[src/rtl/bitwise_logic_pkg.sv]
// Shared definitions for the bitwise/logic unit.
//   - op encodings (OP_AND .. OP_HDIST)
//   - FSM state encoding
//   - popcnt_width(): bits needed to hold a popcount of w bits
package bitwise_logic_pkg;

   localparam logic [2:0] OP_AND    = 3'b000;
   localparam logic [2:0] OP_OR     = 3'b001;
   localparam logic [2:0] OP_XOR    = 3'b010;
   localparam logic [2:0] OP_XNOR   = 3'b011;
   localparam logic [2:0] OP_NAND   = 3'b100;
   localparam logic [2:0] OP_NOR    = 3'b101;
   localparam logic [2:0] OP_PARITY = 3'b110;
   localparam logic [2:0] OP_HDIST  = 3'b111;

   typedef enum logic [1:0] {
      StIdle   = 2'b00,
      StReduce = 2'b01,
      StDone   = 2'b10
   } state_e;

   // A popcount of w bits ranges over 0..w, so it needs clog2(w+1) bits.
   function automatic int unsigned popcnt_width(int unsigned w);
      return $clog2(w + 1);
   endfunction

endpackage

[src/rtl/popcount_chunk.sv]
// Combinational popcount of one CHUNK-bit slice.
//   data_i   [CHUNK-1:0]             bits to count
//   count_o  [popcnt_width(CHUNK)-1:0] number of set bits in data_i
module popcount_chunk
   import bitwise_logic_pkg::*;
#(
   parameter int unsigned CHUNK = 8
) (
   input  logic [CHUNK-1:0]               data_i,
   output logic [popcnt_width(CHUNK)-1:0] count_o
);

   localparam int unsigned CntW = popcnt_width(CHUNK);

   always_comb begin
      count_o = '0;
      for (int i = 0; i < int'(CHUNK); i++) begin
         count_o = count_o + CntW'(data_i[i]);
      end
   end

endmodule

[src/rtl/bitwise_logic_unit.sv]
// Handshaked bitwise/logic unit.
//   Six bitwise ops complete in one cycle; PARITY and HDIST fold a^b CHUNK bits per cycle.
//   clk, rst_n            clock, async active-low reset
//   in_valid/in_ready     operand handshake; op, a, b sampled at accept only
//   out_valid/out_ready   result handshake; result, zero held while stalled
module bitwise_logic_unit
   import bitwise_logic_pkg::*;
#(
   parameter int unsigned WIDTH = 32,
   parameter int unsigned CHUNK = 8
) (
   input  logic             clk,
   input  logic             rst_n,
   input  logic             in_valid,
   output logic             in_ready,
   input  logic [2:0]       op,
   input  logic [WIDTH-1:0] a,
   input  logic [WIDTH-1:0] b,
   output logic             out_valid,
   input  logic             out_ready,
   output logic [WIDTH-1:0] result,
   output logic             zero
);

   if ((CHUNK == 0) || (WIDTH % CHUNK != 0)) begin : g_bad_chunk
      $error("bitwise_logic_unit: WIDTH must be a non-zero multiple of CHUNK");
   end

   localparam int unsigned N    = WIDTH / CHUNK;
   localparam int unsigned AccW = popcnt_width(WIDTH);
   localparam int unsigned PcW  = popcnt_width(CHUNK);
   localparam int unsigned CntW = popcnt_width(N);

   state_e           state_q, state_d;
   logic [WIDTH-1:0] x_q, x_d;
   logic [AccW-1:0]  acc_q, acc_d;
   logic [CntW-1:0]  cnt_q, cnt_d;
   logic             parity_q, parity_d;
   logic [WIDTH-1:0] result_q, result_d;
   logic             zero_q, zero_d;

   logic             accept;
   logic [WIDTH-1:0] bitwise_res;
   logic [PcW-1:0]   chunk_cnt;
   logic [AccW-1:0]  acc_sum;

   assign in_ready  = (state_q == StIdle) | ((state_q == StDone) & out_ready);
   assign out_valid = (state_q == StDone);
   assign result    = result_q;
   assign zero      = zero_q;
   assign accept    = in_valid & in_ready;

   // x_q shifts down one chunk per REDUCE cycle, so the active chunk is always
   // the low CHUNK bits; equivalent to indexing X by cnt*CHUNK.
   popcount_chunk #(
      .CHUNK (CHUNK)
   ) u_popcount (
      .data_i  (x_q[CHUNK-1:0]),
      .count_o (chunk_cnt)
   );

   always_comb begin
      unique case (op)
         OP_AND:  bitwise_res = a & b;
         OP_OR:   bitwise_res = a | b;
         OP_XOR:  bitwise_res = a ^ b;
         OP_XNOR: bitwise_res = ~(a ^ b);
         OP_NAND: bitwise_res = ~(a & b);
         OP_NOR:  bitwise_res = ~(a | b);
         default: bitwise_res = '0;
      endcase
   end

   always_comb begin
      state_d  = state_q;
      x_d      = x_q;
      acc_d    = acc_q;
      cnt_d    = cnt_q;
      parity_d = parity_q;
      result_d = result_q;
      zero_d   = zero_q;
      acc_sum  = acc_q + AccW'(chunk_cnt);

      unique case (state_q)
         StIdle, StDone: begin
            if (accept) begin
               if ((op == OP_PARITY) || (op == OP_HDIST)) begin
                  x_d      = a ^ b;
                  acc_d    = '0;
                  cnt_d    = '0;
                  parity_d = (op == OP_PARITY);
                  state_d  = StReduce;
               end else begin
                  result_d = bitwise_res;
                  zero_d   = (bitwise_res == '0);
                  state_d  = StDone;
               end
            end else if ((state_q == StDone) && out_ready) begin
               state_d = StIdle;
            end
         end
         StReduce: begin
            x_d   = x_q >> CHUNK;
            acc_d = acc_sum;
            cnt_d = cnt_q + CntW'(1);
            if (cnt_q == CntW'(N - 1)) begin
               result_d = parity_q ? WIDTH'(acc_sum[0]) : WIDTH'(acc_sum);
               zero_d   = parity_q ? ~acc_sum[0] : (acc_sum == '0);
               state_d  = StDone;
            end
         end
         default: state_d = StIdle;
      endcase
   end

   always_ff @(posedge clk or negedge rst_n) begin
      if (!rst_n) begin
         state_q  <= StIdle;
         x_q      <= '0;
         acc_q    <= '0;
         cnt_q    <= '0;
         parity_q <= 1'b0;
         result_q <= '0;
         zero_q   <= 1'b0;
      end else begin
         state_q  <= state_d;
         x_q      <= x_d;
         acc_q    <= acc_d;
         cnt_q    <= cnt_d;
         parity_q <= parity_d;
         result_q <= result_d;
         zero_q   <= zero_d;
      end
   end

endmodule
[config.mk]
export PLATFORM = sky130hd
export DESIGN_NAME = bitwise_logic_unit
export DESIGN_NICKNAME = d
export VERILOG_FILES = /design/src/rtl/bitwise_logic_pkg.sv /design/src/rtl/popcount_chunk.sv /design/src/rtl/bitwise_logic_unit.sv
export SDC_FILE = /design/constraint.sdc
export NUM_CORES = 1
export LEC_CHECK = 0
export ABC_AREA = 1
export ABC_CLOCK_PERIOD_IN_PS = 10100
export BUFFER_PORTS_ARGS = -buffer_cell sky130_fd_sc_hd__buf_2
export CAP_MARGIN = 10
export CORE_ASPECT_RATIO = 1.25
export CORE_MARGIN = 2
export CORE_UTILIZATION = 62
export DETAILED_ROUTE_END_ITERATION = 7
export GPL_ROUTABILITY_DRIVEN = 0
export PLACE_DENSITY = 0.95
export SYNTH_ARGS = -nofsm -noshare
export SYNTH_HDL_FRONTEND = slang
export SYNTH_SLANG_ARGS = --single-unit
[constraint.sdc]
create_clock -name clk -period 10.1 [get_ports clk]
set_clock_uncertainty 0.1 [all_clocks]
set_input_delay 2.02 -clock clk [delete_from_list [all_inputs] [get_ports clk]]
set_output_delay 2.02 -clock clk [all_outputs]
set_load 0.05 [all_outputs]
=== Word-level counts from Yosys, hierarchy flattened ===
Index checks and enable logic that the tools add are counted.

* Input port bits: 71
* Register bits after elaboration: 77
* Logic and storage cells: 78

* Multiplexer cells: 25
* Eq/ne operators: 15
* Add/sub/neg operators: 9
* Bitwise gates (word level): 10
* Reduce and logical (&&, ||, !) cells: 12

{| class="wikitable"
|+ Operators by type and width
! kind !! number
|-
| $pmux W32 S6 || 1
|-
| $mux W32 || 5
|-
| $pmux W32 S2 || 2
|-
| $not A32 Y32 || 3
|-
| $and A32 B32 Y32 || 1
|-
| $logic_not A32 Y1 || 1
|-
| $or A32 B32 Y32 || 1
|-
| $xor A32 B32 Y32 || 1
|-
| $add A4 B1 Y4 || 6
|-
| $mux W6 || 3
|-
| $eq A3 B3 Y1 const B || 4
|-
| $pmux W6 S2 || 1
|-
| $eq A3 B2 Y1 const B || 3
|-
| $mux W2 || 4
|-
| $ne A2 B2 Y1 const B || 4
|-
| $add A6 B4 Y6 || 1
|-
| $logic_not A6 Y1 || 1
|-
| $mux W3 || 2
|-
| $pmux W3 S2 || 1
|-
| $reduce_and A3 Y1 || 2
|-
| $mux W1 || 4
|-
| $pmux W2 S2 || 1
|-
| $reduce_and A4 Y1 || 1
|-
| $add A3 B1 Y3 const B || 1
|-
| 16 further kinds || 17
|}

=== Depth between registers and ports, before layout ===
* Depth in word-level cells: 12
* Gate-level depth with buffers: 19
* Gate-level depth less buffers: 19

=== Hierarchy ===
Synthesis repeated with hierarchy kept, for this count alone.

* Cell total of the unflattened synthesis: 876
* Area, all modules: 6354.8 µm²

{| class="wikitable"
|+ Modules (own cells, without submodules)
! module !! times used !! sequential area each (µm²) !! cells an instance !! area an instance (µm²)
|-
| bitwise_logic_unit || 1 || 1926.8 || 847 || 6153.4
|-
| popcount_chunk || 1 || 0.0 || 29 || 201.4
|}

=== Worst setup path after synthesis ===
No wires, ideal clock.

* Path kind: input to output
* Start point: in out_ready
* End point: out in_ready
* Required time: 7.980 ns
* Setup slack: 5.149 ns
* Stages on the path: 2
* Data arrival time: 2.831 ns
* Cells stage by stage: inv_1 -> a21oi_1

* Word-level cells in the longest chain between the ends: 2

{| class="wikitable"
|+ Ends and longest elaborated chain
! what !! RTL line !! text
|-
| from (decl) || bitwise_logic_unit.sv:20 || <nowiki>input logic out_ready,</nowiki>
|-
| $and A1 B1 Y1 || bitwise_logic_unit.sv:47 || <nowiki>assign in_ready = (state_q == StIdle) | ((state_q == StDone) & out_ready);</nowiki>
|-
| $or A1 B1 Y1 || bitwise_logic_unit.sv:47 ||
|-
| to (decl) || bitwise_logic_unit.sv:15 || <nowiki>output logic in_ready,</nowiki>
|}

No other way between the ends.

=== Worst setup path after layout ===
Ends and elaborated chain as after synthesis.

==> results.py <==
metrics = {
    "clocking": {
        "clk_pin_slew_worst_paths_ns": 0.06,
        "cts_tree": "done",
        "cts_hold_buf": 0,
        "root_buffer": "clkbuf_16",
        "insertion_delay_ns": 0.34,
        "cts.sinks": 77,
        "htree_levels": 3,
        "cts_setup_buffers": 0,
        "cts_resized": 0,
        "cts-buffers-inserted": 9,
        "clk_path_buf_depth": 2,
    },
    "yosys": {
        "avgSynthCellArea_sq_um": 7.37,
        "synth_area_leaders": "dfrtp_1, ha_1, inv_1",
        "synth_common_cells": "inv_1, nand2_1, o21ai_0, dfrtp_1, nor2_1",
        "synth.distinct_cells": 44,
        "yosysWarnings": 0,
        "synthArstFlopShare_pct": 100,
        "synth_edf_count": 0,
        "synth_top_area_share_pct": 30.4,
        "ys_ff_latch": 77,
        "syn_inst": 861,
        "synth_most_common_cell": "inv_1",
        "seq_area_frac_synth_pct": 30.4,
        "synth_area_leader_cell": "dfrtp_1",
        "syn-num-nets": 1010,
        "syn_area_sq_um": 6340,
        "synth_ff_type": "dfrtp_1",
    },
    "setup_path": {
        "required_ns": 7.98,
        "crit_arrival_ns": 2.57,
        "worstSetupPathType": "input port to primary output",
        "r2r_setup_slack_ns": 5.82,
        "reg2reg_from": "x_q[0]",
        "r2r_cells": 17,
        "reg2reg_to": "zero",
        "start_kind": "input port",
        "worstSetupEndpointType": "primary output",
        "crit_fanout": 2,
    },
    "cells_and_area": {
        "fillers": 744,
        "drive_gt1_share_pct": 15.8,
        "syn2layout_area_growth_pct": 12.5,
        "diodes": 0,
        "layout.nets": 1089,
    },
    "die": {
        "die_height_microns": 117,
        "dieArea_sq_um": 11100,
        "core-area_sq_um": 10100,
        "rows": 41,
        "initial_core_util_pct": 63.1,
        "die_x_microns": 94.5,
        "ioPinCount": 106,
    },
    "grt": {
        "first_global_vias": 5991,
        "grt_max_degree": 78,
        "grt_pass1_wl_microns": 28000,
        "groute.usage.overall_pct": 32.6,
        "antenna_found_initial": 0,
        "grt_overflow": 0,
    },
    "job": {
        "cap_violations": 0,
    },
    "sta": {
        "finalCriticalPeriod_ns": 4.69,
        "slew_headroom_pct": 32.6,
        "slew_viol_final": 0,
        "fmax_mhz": 213,
        "setup_viol": 0,
        "tns_ns": 0,
        "holdWs_ns": 0.382,
        "tightestPinTransition_ns": 1.01,
        "final_hold_viol_count": 0,
        "period_share_pct": 46.4,
        "grt_setup_unrepaired": "false",
    },
    "run_status": {
        "status": "completed",
    },
    "hold_path": {
        "holdPathStages": 2,
        "hp-start": "result[7]",
        "hold_path_end": "result[7]",
        "hp-class": "flop to flop",
    },
    "routing": {
        "drt-pass1-iter-count": 7,
        "postRouteWirelength_microns": 17500,
        "drtAntennaViolNets": 0,
        "post_drt_wl_per_cell_microns": 16.3,
        "drt_iter0_markers": 556,
        "post-route-drc-count": 0,
        "vias": 6262,
        "vias_per_cell": 5.83,
    },
    "pwr": {
        "power-per-cell-area_nw_per_um2": 276,
        "ir_drop_mv": 0.196,
        "p_leak_nw": 3.89,
    },
    "place": {
        "portBuffers": 105,
        "dp_hpwl_microns": 12400,
    },
}
## cells by family (layout without fill, tap and decap cells)
kind of cell,after synthesis,in the layout,share of synthesized area (%)
flip-flops,77,77,30.4
AO/OA/AOI/OAI,162,162,15.5
XOR/XNOR,3,3,0.414
multiplexers,11,11,1.89
AND/OR/NAND/NOR,318,318,22.1
buffers and inverters,212,296,13.8
adder cells (fa/ha/maj),78,78,16.0
## state kept, by name (all words and copies together), names as in the netlist
signal and flops:
acc_q 6, cnt_q 3, parity_q 1, result 32
state_q 2, x_q 32, zero 1
## worst max path at each step
stage	start	endpoint	slack, ns	depth (start not counted)
after CTS	out_ready	in_ready	5.42	4
final	out_ready	in_ready	5.41	4
after detailed placement	out_ready	in_ready	5.42	4
after global placement	out_ready	in_ready	5.44	4
after global routing	out_ready	in_ready	5.38	4
after floorplan	out_ready	in_ready	5.15	2
## where the power goes
group          internal (mW)  leakage (nW)  switching [mW]
clock                  0.187         0.141           0.131
sequential             0.447         0.980          0.0664
combinational          0.371          2.77           0.771
total                   1.00          3.89           0.968
## critical path: stages
cell	delay (ns)
buf_2	0.07
inv_1	0.04
a21oi_1	0.15
buf_2	0.29
## final cells by class
| type | instances | area (sq um) | share of cell area (%) |
|---|---|---|---|
| sequential | 77 | 1930 | 27.0 |
| tap | 129 | 161 | 2.26 |
| clock buffer | 12 | 267 | 3.73 |
| inverter | 171 | 644 | 9.03 |
| multi-input combinational | 572 | 3550 | 49.8 |
| clock inverter | 4 | 28.8 | 0.403 |
| timing repair buffer | 109 | 558 | 7.82 |
## placed cells by master, fill, tap and decap left out, types with 9 or more instances in the layout
| cell type | Yosys | final |
|---|---|---|
| o21ai_0 | 83 | 83 |
| inv_1 | 165 | 165 |
| a22o_1 | 20 | 20 |
| buf_2 | 16 | 104 |
| ha_1 | 73 | 73 |
| o22ai_1 | 18 | 18 |
| nand2_1 | 160 | 160 |
| nand4_1 | 16 | 16 |
| clkbuf_16 | 0 | 9 |
| nor2_1 | 74 | 74 |
| nand3_1 | 45 | 45 |
| o211ai_1 | 24 | 24 |
| dfrtp_1 | 77 | 77 |
## per-layer routing
layer,vias to the layer above,wire (microns),share of wire [%],GRT usage (%)
li1,2935,-,-,-
met1,2845,6380,36,38.1
met2,400,8320,47,54.5
met3,82,1770,10,6.21
met4,0,1060,6.0,21.6
met5,-,0,0,0
## through the flow
step | utilization (%) | area (sq um) | instances | worst slack (ns) | power, mW
after floorplan | - | 6340 | 861 | 5.15 | 1.35
after global placement | 68.1 | 6840 | 1058 | 5.44 | 1.59
after detailed placement | 68.1 | 6840 | 1058 | 5.42 | 1.64
after CTS | 71.0 | 7140 | 1074 | 5.42 | 1.96
after global routing | 71.0 | 7140 | 1074 | 5.38 | 2.12
final | 71.0 | 7140 | 1074 | 5.41 | 1.97
Power figures use the tool's default switching activity.
